### src/rtl/mdio_emul_pkg.sv
// Shared types and constants for the MDIO PHY register emulator.
package mdio_emul_pkg;

  // Frame tracking states
  typedef enum logic [2:0] {
    S_PRE,
    S_ST,
    S_OP,
    S_PHYAD,
    S_REGAD,
    S_TA,
    S_DATA,
    S_SKIP
  } state_t;

  // Clause-22 opcodes
  localparam logic [1:0] OP_READ  = 2'b10;
  localparam logic [1:0] OP_WRITE = 2'b01;

  // Register addresses
  localparam logic [4:0] RA_CTRL    = 5'd0;
  localparam logic [4:0] RA_STAT    = 5'd1;
  localparam logic [4:0] RA_ID1     = 5'd2;
  localparam logic [4:0] RA_ID2     = 5'd3;
  localparam logic [4:0] RA_ANADV   = 5'd4;
  localparam logic [4:0] RA_ANLPA   = 5'd5;
  localparam logic [4:0] RA_PHYSTAT = 5'd17;

  // Register defaults / fixed values
  localparam logic [15:0] CTRL_DEF   = 16'h1140;
  localparam logic [15:0] STAT_DEF   = 16'h7949;
  localparam logic [15:0] ANADV_DEF  = 16'h01E1;
  localparam logic [15:0] ANLPA_LINK = 16'hC1E1;

endpackage

### src/rtl/mdio_bit_sync.sv
// Brings MDC/MDIO into the CLK domain and emits one strobe per MDC rising
// edge together with the MDIO value sampled alongside it.
module mdio_bit_sync
  import mdio_emul_pkg::*;
(
  input  logic clk,
  input  logic rst_n,
  input  logic mdc,
  input  logic mdio,
  output logic sample_stb,
  output logic sample_bit
);

  logic [2:0] mdc_q;
  logic [1:0] mdio_q;

  // Two-flop synchronizers, one extra MDC stage for edge detect; MDIO is
  // taken from the same synchronizer depth so it lines up with the edge.
  always_ff @(posedge clk or negedge rst_n) begin
    if (!rst_n) begin
      mdc_q      <= '0;
      mdio_q     <= '0;
      sample_stb <= 1'b0;
      sample_bit <= 1'b0;
    end else begin
      mdc_q      <= {mdc_q[1:0], mdc};
      mdio_q     <= {mdio_q[0], mdio};
      sample_stb <= mdc_q[1] & ~mdc_q[2];
      sample_bit <= mdio_q[1];
    end
  end

endmodule

### src/rtl/mdio_phy_emul.sv
// Clause-22 MDIO target presenting a PHY register set derived from the
// PCS/PMA STATUS_VECTOR. Define MDIO_PRE_SUPPRESS_EN to accept frames
// after any single preamble one (preamble-suppressed masters).
module mdio_phy_emul
  import mdio_emul_pkg::*;
#(
  parameter logic [4:0]  PHY_ADDR = 5'd0,
  parameter int          PRE_LEN  = 32,
  parameter logic [15:0] PHY_ID1  = 16'h0141,
  parameter logic [15:0] PHY_ID2  = 16'h0CC2
) (
  input  logic        CLK,
  input  logic        SYS_RSTn,
  input  logic        MDC,
  input  logic        MDIO_IN,
  output logic        MDIO_OUT,
  output logic        MDIO_OE,
  input  logic [15:0] STATUS_VECTOR,
  output logic        REG_WR,
  output logic [4:0]  REG_ADDR,
  output logic [15:0] REG_WD,
  output logic [15:0] CTRL_REG
);

  localparam int            PW      = $clog2(PRE_LEN + 1);
  localparam logic [PW-1:0] PRE_SAT = PW'(PRE_LEN);
`ifdef MDIO_PRE_SUPPRESS_EN
  localparam logic [PW-1:0] PRE_MIN = PW'(1);
`else
  localparam logic [PW-1:0] PRE_MIN = PRE_SAT;
`endif

  logic          stb;
  logic          bin;
  state_t        state;
  logic [PW-1:0] pre_cnt;
  logic [3:0]    bit_cnt;
  logic          op_hi;
  logic          is_read;
  logic          foreign;
  logic [4:0]    regad;
  logic [15:0]   shreg;
  logic [15:0]   adv_reg;
  logic [4:0]    rd_addr;
  logic [15:0]   rd_val;
  logic [15:0]   wdata;
  logic          link;
  logic          drive;
  logic          unused_sv;

  assign unused_sv = ^{STATUS_VECTOR[14:13], STATUS_VECTOR[9:0]};

  mdio_bit_sync u_sync (
    .clk       (CLK),
    .rst_n     (SYS_RSTn),
    .mdc       (MDC),
    .mdio      (MDIO_IN),
    .sample_stb(stb),
    .sample_bit(bin)
  );

  // Address as it will be once the current REGAD bit is shifted in, so the
  // snapshot is taken on the edge that completes the address.
  assign rd_addr = {regad[3:0], bin};
  assign wdata   = {shreg[14:0], bin};
  assign link    = STATUS_VECTOR[15];
  assign drive   = is_read & ~foreign;

  // Register read map
  always_comb begin
    rd_val = '0;
    case (rd_addr)
      RA_CTRL:    rd_val = CTRL_REG;
      RA_STAT:    rd_val = STAT_DEF | {10'b0, link, 2'b0, link, 2'b0};
      RA_ID1:     rd_val = PHY_ID1;
      RA_ID2:     rd_val = PHY_ID2;
      RA_ANADV:   rd_val = adv_reg;
      RA_ANLPA:   rd_val = link ? ANLPA_LINK : 16'h0000;
      RA_PHYSTAT: rd_val = {STATUS_VECTOR[11:10], STATUS_VECTOR[12], 1'b1,
                            1'b0, link, 10'b0};
      default:    rd_val = '0;
    endcase
  end

  // Frame FSM: tracks every frame bit by bit, drives reads, commits writes
  always_ff @(posedge CLK or negedge SYS_RSTn) begin
    if (!SYS_RSTn) begin
      state    <= S_PRE;
      pre_cnt  <= '0;
      bit_cnt  <= '0;
      op_hi    <= 1'b0;
      is_read  <= 1'b0;
      foreign  <= 1'b0;
      regad    <= '0;
      shreg    <= '0;
      adv_reg  <= ANADV_DEF;
      MDIO_OUT <= 1'b0;
      MDIO_OE  <= 1'b0;
      REG_WR   <= 1'b0;
      REG_ADDR <= '0;
      REG_WD   <= '0;
      CTRL_REG <= CTRL_DEF;
    end else begin
      REG_WR <= 1'b0;
      if (stb) begin
        case (state)
          S_PRE: begin
            if (bin) begin
              if (pre_cnt != PRE_SAT) pre_cnt <= pre_cnt + PW'(1);
            end else begin
              // This zero is ST bit 0 when enough preamble was seen
              if (pre_cnt >= PRE_MIN) state <= S_ST;
              pre_cnt <= '0;
            end
          end
          S_ST: begin
            if (bin) begin
              state   <= S_OP;
              bit_cnt <= '0;
              foreign <= 1'b0;
            end else begin
              state   <= S_PRE;
              pre_cnt <= '0;
            end
          end
          S_OP: begin
            if (bit_cnt == 4'd0) begin
              op_hi   <= bin;
              bit_cnt <= 4'd1;
            end else begin
              bit_cnt <= '0;
              case ({op_hi, bin})
                OP_READ: begin
                  is_read <= 1'b1;
                  state   <= S_PHYAD;
                end
                OP_WRITE: begin
                  is_read <= 1'b0;
                  state   <= S_PHYAD;
                end
                default: state <= S_SKIP;
              endcase
            end
          end
          S_PHYAD: begin
            // PHY address is collected in regad, then checked as a whole
            regad <= rd_addr;
            if (bit_cnt == 4'd4) begin
              if (rd_addr != PHY_ADDR) foreign <= 1'b1;
              bit_cnt <= '0;
              state   <= S_REGAD;
            end else begin
              bit_cnt <= bit_cnt + 4'd1;
            end
          end
          S_REGAD: begin
            regad <= rd_addr;
            if (bit_cnt == 4'd4) begin
              shreg   <= rd_val;
              bit_cnt <= '0;
              state   <= S_TA;
            end else begin
              bit_cnt <= bit_cnt + 4'd1;
            end
          end
          S_TA: begin
            if (bit_cnt == 4'd0) begin
              bit_cnt <= 4'd1;
              if (drive) begin
                MDIO_OE  <= 1'b1;
                MDIO_OUT <= 1'b0;
              end
            end else begin
              bit_cnt <= '0;
              state   <= S_DATA;
              if (drive) begin
                MDIO_OUT <= shreg[15];
                shreg    <= {shreg[14:0], 1'b0};
              end
            end
          end
          S_DATA: begin
            if (is_read) begin
              if (drive) begin
                if (bit_cnt == 4'd15) begin
                  MDIO_OE  <= 1'b0;
                  MDIO_OUT <= 1'b0;
                end else begin
                  MDIO_OUT <= shreg[15];
                  shreg    <= {shreg[14:0], 1'b0};
                end
              end
            end else begin
              shreg <= wdata;
            end
            if (bit_cnt == 4'd15) begin
              state   <= S_PRE;
              pre_cnt <= '0;
              bit_cnt <= '0;
              if (!is_read && !foreign) begin
                REG_WR   <= 1'b1;
                REG_ADDR <= regad;
                REG_WD   <= wdata;
                if (regad == RA_CTRL)  CTRL_REG <= {1'b0, wdata[14:0]};
                if (regad == RA_ANADV) adv_reg  <= wdata;
              end
            end else begin
              bit_cnt <= bit_cnt + 4'd1;
            end
          end
          S_SKIP: begin
            if (bit_cnt == 4'd15) begin
              state   <= S_PRE;
              pre_cnt <= '0;
              bit_cnt <= '0;
            end else begin
              bit_cnt <= bit_cnt + 4'd1;
            end
          end
          default: begin
            state   <= S_PRE;
            pre_cnt <= '0;
          end
        endcase
      end
    end
  end

endmodule

### config.mk
export PLATFORM = sky130hd
export DESIGN_NAME = mdio_phy_emul
export DESIGN_NICKNAME = d
export VERILOG_FILES = /design/src/rtl/mdio_emul_pkg.sv /design/src/rtl/mdio_bit_sync.sv /design/src/rtl/mdio_phy_emul.sv
export SDC_FILE = /design/constraint.sdc
export NUM_CORES = 1
export LEC_CHECK = 0
export ABC_AREA = 1
export CAP_MARGIN = 10
export CORE_MARGIN = 2
export CORE_UTILIZATION = 50
export DETAILED_ROUTE_END_ITERATION = 12
export GPL_ROUTABILITY_DRIVEN = 0
export HOLD_SLACK_MARGIN = 0.03
export PLACE_DENSITY = 0.76
export SLEW_MARGIN = 5
export SYNTH_ARGS = -nofsm -noshare
export SYNTH_HDL_FRONTEND = slang
export SYNTH_SLANG_ARGS = --single-unit
### constraint.sdc
create_clock -name CLK -period 1.6 [get_ports CLK]
set_input_delay 0.32 -clock CLK [delete_from_list [all_inputs] [get_ports CLK]]
set_output_delay 0.32 -clock CLK [all_outputs]
set_load 0.005 [all_outputs]
# Word level (Yosys, flattened, before mapping)
# Cells that the tools add are included.
dict set report word_totals {
  out_inout_bits 40
  inputBits 20
  elab_cells 146
  regBits 99
}
dict set report classes {
  addsub 2
  muxes 51
  eq_ne 37
  n_bitwise 5
  reduce_logical 31
  order_cmp 1
}
# operator n
set ops {}
lappend ops {{$mux W16} 7}
lappend ops {{$pmux W16 S7} 1}
lappend ops {{$pmux W16 S3} 1}
lappend ops {{$ne A2 B2 Y1 const B} 13}
lappend ops {{$reduce_and A5 Y1} 5}
lappend ops {{$mux W3} 8}
lappend ops {{$mux W6} 4}
lappend ops {{$pmux W3 S7} 1}
lappend ops {{$mux W1} 19}
lappend ops {{$pmux W6 S3} 1}
lappend ops {{$pmux W4 S4} 1}
lappend ops {{$eq A5 B3 Y1 const B} 3}
lappend ops {{$reduce_and A7 Y1} 2}
lappend ops {{$eq A3 B3 Y1 const B} 4}
lappend ops {{$mux W4} 3}
lappend ops {{$eq A5 B2 Y1 const B} 2}
lappend ops {{$logic_not A5 Y1} 2}
lappend ops {{$ne A3 B3 Y1 const B} 3}
lappend ops {{$pmux W1 S2} 4}
lappend ops {{$reduce_and A4 Y1} 2}
lappend ops {{$reduce_and A8 Y1} 1}
lappend ops {{$reduce_or A2 Y1} 4}
lappend ops {{$add A6 B1 Y6 const B} 1}
lappend ops {{$eq A3 B2 Y1 const B} 2}
lappend ops {{other kinds (24)} 33}

# Longest topological paths before layout
dict set report depth {
  depth_word 6
  ltp_mapped 11
  ltp_nobuf 11
}

# By module
# A second synthesis with hierarchy kept.
dict set report hier_totals {
  hier_cells 614
  hier_area_um2 4787.1
}
# mod seq_area_each_um2 instances cells_each area_per_inst_um2
set by_module_without_submodules {}
lappend by_module_without_submodules {mdio_phy_emul 2312.2 1 605 4601.9}
lappend by_module_without_submodules {mdio_bit_sync 175.2 1 9 185.2}

# Worst setup path before layout
# No wires, ideal clock.
dict set report synth_path {
  path_kind {reg2reg}
  start {register bit_cnt[0]}
  end {register shreg[5]}
  stages_incl_launch_ff 11
  setup_ns 0.126
  t_required_ns 1.474
  period_less_slack_ns 1.554
  arrival_ns 1.428
  path_slack_ns 0.046
  path_buffers 1
  cell_sequence {dfrtp_1 inv_1 ha_1 nand2_1 nor2_1 nor2_1 nor2_1 nand3_1 buf_2 nor2_1 a21oi_1}
}
dict set report synth_between {
  elab_chain_len 3
  word_cells_on_any_way 7
  classes_between {5 x eq/ne; 2 x reduce/logical}
}
# item line_no
set synth_lines {}
lappend synth_lines {{start: declaration} mdio_phy_emul.sv:37} ;# logic [3:0] bit_cnt;
lappend synth_lines {{start signal: assignment} mdio_phy_emul.sv:153} ;# bit_cnt <= bit_cnt + 4'd1;
lappend synth_lines {{start signal: assignment} mdio_phy_emul.sv:163} ;# bit_cnt <= bit_cnt + 4'd1;
lappend synth_lines {{start signal: assignment} mdio_phy_emul.sv:208} ;# bit_cnt <= bit_cnt + 4'd1;
lappend synth_lines {{$eq A4 B4 Y1, or another cell as far along} mdio_phy_emul.sv:185} ;# if (bit_cnt == 4'd15) begin
lappend synth_lines {{$ne A3 B3 Y1 (no line) / $ne A2 B2 Y1 (equally long branches)} -}
lappend synth_lines {{$reduce_and A7 Y1 (no line) *} -}
lappend synth_lines {{end signal: assignment} mdio_phy_emul.sv:178} ;# shreg <= {shreg[14:0], 1'b0};
lappend synth_lines {{end signal: assignment} mdio_phy_emul.sv:190} ;# shreg <= {shreg[14:0], 1'b0};
lappend synth_lines {{end signal: assignment} mdio_phy_emul.sv:194} ;# shreg <= wdata;
lappend synth_lines {{end: declaration} mdio_phy_emul.sv:42} ;# logic [15:0] shreg;
# Every way passes the cells marked *; elsewhere a longest branch is shown, timed or not.
# A chain may end at the register's enable or synchronous reset.

# Worst setup path in the final report
dict set report layout_path {
  start {register bit_cnt[1]}
  end {register shreg[14]}
}
# The elaborated chain is that of the path after synthesis.

==> impl_metrics.py <==
metrics = {
    "cts": {
        "tritoncts": "done",
        "cts_buffers": 9,
        "cts_buffer_depth": 2,
        "cts_root_buf": "clkbuf_8",
        "cts_num_sinks": 99,
        "clkTransAtPathRegs_ns": 0.11,
        "htreeDepth": 3,
        "worstSkewPairLatency_ns": 0.37,
    },
    "power": {
        "swShare_pct": 25.98,
        "internal_power_mw": 3.197,
        "pwr-share-seq_pct": 58.8,
        "pwr-share-comb_pct": 5.2,
        "p_sw_mw": 1.122,
        "ir_drop_mv": 0.4779,
        "p_per_area_nw_per_um2": 636.5,
        "pwr-share-clk_pct": 36.0,
        "leakage_nw": 3.655,
        "total_power_mw": 4.320,
    },
    "global_route": {
        "met1_usage_pct": 34.67,
        "grt_pass1_wl_um": 20510,
        "grt-ovfl-total": 0,
        "met2_usage_pct": 40.18,
        "grt_max_degree": 41,
        "met3_usage_pct": 4.856,
        "grt_pass1_vias": 4368,
        "grt_usage_pct": 25.09,
        "antenna_found_initial": 0,
        "top_usage_layer": "met2",
    },
    "yosys": {
        "synthXorXnorAreaFrac_pct": 0.3656,
        "synthAdderAreaFrac_pct": 1.306,
        "synth-simple-area-share_pct": 28.94,
        "seq_area_frac_synth_pct": 51.92,
        "synth_top_family_by_area": "simple AND/OR/NAND/NOR gates",
        "yosys-top-cells-count": "nand2_1 (213), dfrtp_1 (91), inv_1 (58), nor2_1 (55), o21ai_1 (55)",
        "synth_edf_count": 0,
        "synth.area.top_cells": "dfrtp_1 (48%), nand2_1 (17%), o21ai_1 (5.7%)",
        "ys_types": 29,
        "synthMuxAreaShare_pct": 0,
        "ys_async_sr_fraction_pct": 100.0,
        "synth_top_flop_cell": "dfrtp_1",
        "synthCells": 620,
        "netlist_area_sq_um": 4791,
        "synth_top_area_cell": "dfrtp_1",
        "synth.net_count": 645,
        "synth-compound-area-share_pct": 9.898,
        "synth_seq_cells": 99,
        "synth_most_common_cell": "nand2_1",
        "syn_area_per_cell_sq_um": 7.727,
        "synth_top_area_share_pct": 47.53,
        "yosys_warnings": 0,
    },
    "run_status": {
        "violations": "negative setup slack",
        "status": "finished, violations left",
    },
    "setup_path": {
        "critPathRequiredTime_ns": 1.91,
        "crit_chain": "buf_4 -> inv_4 -> ha_4 -> nand2_4 -> nor2_4 -> nor2_2 -> nor2_2 -> nand3_2 -> buf_8 -> buf_6 -> nand2_2 -> inv_2 -> a21oi_2",
        "slowest_delay_ns": 0.44,
        "cp_data_arrival_time_ns": 2.11,
        "cpMostUsedCell": "nor2_2",
        "crit_type": "reg -> reg",
        "end_kind": "flop",
        "cp_slowest_cell": "dfrtp_2",
        "critPathLaunchType": "flop",
        "cp_max_fo": 6,
    },
    "floorplanning": {
        "die_h_um": 101.9,
        "core_area_sq_um": 9284,
        "initial_utilization_pct": 51.60,
        "io_pins": 60,
        "dieWidth_um": 101.9,
        "rows": 35,
        "die_area_sq_um": 10380,
    },
    "sta": {
        "setup_ws_ns": -0.2041,
        "fin_crit_ns": 1.804,
        "max_freq_mhz": 554.3,
        "fin_tns_setup_ns": -8.768,
        "slew_viol_final": 0,
        "hold_violations": 0,
        "finClkSkew_ns": 0.01325,
        "setup_violations": 73,
        "rsz0062_at_grt": "true",
        "finalCritPeriodShare_pct": 112.8,
    },
    "routing": {
        "drt_iter0_drc": 439,
        "drc_errors": 0,
        "wl_per_cell_um": 15.45,
        "num_vias": 4780,
        "drtPass1Iterations": 5,
        "wl_um": 13690,
        "antenna_left": 0,
        "avgViaCountPerCell": 5.395,
    },
    "cells_and_area": {
        "antenna_cells": 0,
        "areaGrowthSynthToFinish_pct": 41.66,
        "nFillCells": 634,
        "final_layout_size_suffix_gt1_share_pct": 28.27,
        "fin_nets": 777,
    },
    "run": {
        "cap_violations": 0,
    },
    "placement": {
        "post-dp-hpwl_um": 8448,
        "port_buffers": 46,
    },
    "min_path": {
        "min_path_type": "reg -> reg",
    },
}
## routing by layer
layer | vias to the layer above | routed length (um)
met2 | 223 | 6499
met5 | - | 0
li1 | 2239 | -
met4 | 0 | 366
met3 | 38 | 899
met1 | 2280 | 5927
## cell type report
class	count	area [sq um]	area share [%]
clock buffers	9	123.9	1.825
clock inverters	7	56.30	0.8296
inverters	64	252.7	3.724
multi-input cells	435	2286	33.68
flip-flops and latches	99	2494	36.74
well taps	129	161.4	2.378
repair buffers	143	1413	20.81
## cells by family after synthesis
family,after synthesis
flops,99
simple gates,333
other cells,1
fa+ha+maj,5
xor+xnor,2
compound gates,93
buf+inv,87
## layout by cell type, fill, tap and decap left out, types with 6 or more instances in the layout
| cell | synthesis | layout |
|---|---|---|
| nand2_1 | 213 | 184 |
| dfrtp_1 | 91 | 86 |
| buf_4 | 3 | 78 |
| inv_1 | 58 | 53 |
| o21ai_1 | 55 | 51 |
| nor2_1 | 55 | 38 |
| nand3_1 | 38 | 32 |
| nand2_2 | 0 | 22 |
| o21ai_0 | 24 | 21 |
| clkdlybuf4s50_1 | 0 | 21 |
| dlymetal6s2s_1 | 0 | 18 |
| nor2_2 | 3 | 12 |
| nand4_1 | 12 | 12 |
| nor2_4 | 0 | 9 |
| clkbuf_8 | 0 | 9 |
| dfstp_2 | 8 | 8 |
| buf_12 | 0 | 8 |
| nand2_4 | 0 | 7 |
| o21ai_2 | 0 | 7 |
| buf_6 | 0 | 7 |
| nand3_2 | 2 | 6 |
| dlygate4sd2_1 | 0 | 6 |
## power by group through the flow
stage | registers [mW] | clock network [mW] | logic [mW]
after global placement | 2.59 | 0 | 0.199
final | 2.54 | 1.56 | 0.223
after CTS | 2.54 | 1.57 | 0.214
after floorplan | 2.58 | 0 | 0.0821
after global routing | 2.54 | 1.66 | 0.254
after detailed placement | 2.59 | 0 | 0.209
## worst paths after layout
| check | startpoint | end | slack (ns) | cells after the start |
|---|---|---|---|---|
| max in group asynchronous | SYS_RSTn | CTRL_REG[12] | 0.59 | 3 |
| hold reg to reg | u_sync.mdio_q[1] | u_sync.sample_bit | 0.36 | 0 |
| setup reg to reg | bit_cnt[1] | shreg[14] | -0.20 | 13 |
| hold / removal | u_sync.mdio_q[1] | u_sync.sample_bit | 0.36 | 0 |
| setup / recovery | bit_cnt[1] | shreg[14] | -0.20 | 13 |
| min in group asynchronous | SYS_RSTn | state[1] | 0.41 | 2 |
## critical path: cells and delay by family, from the launching register on
kind	cells	cell delay [ns]
buffers and inverters	5	0.54
and+or+nand+nor	6	0.49
DFF	1	0.44
adders and majority gates	1	0.14
AOI/OAI and AO/OA	1	0.11
## repair_timing
item | CTS | global route
setup buffers | 12 | 21
endpoints found under the hold margin | 23 | 0
pin swaps | 4 | 14
setup endpoints to repair | 92 | 105
cloned | 0 | 4
hold buffers | 1 | 0
resized for setup | 37 | 106
## stage by stage
stage / util [%] / cell area, sq um / hold WS (ns) / cells / worst slack [ns]
floorplan: - / 4791 / 0.02441 / 620 / 0.04572
global placement: 62.79 / 5829 / 0.2705 / 832 / -0.1336
detailed placement: 62.79 / 5829 / 0.2795 / 832 / -0.2548
CTS: 66.67 / 6190 / 0.3581 / 861 / -0.1662
global route: 73.10 / 6787 / 0.3686 / 886 / -0.2809
finish: 73.10 / 6787 / 0.3576 / 886 / -0.2041
Power figures use the tool's default switching activity.
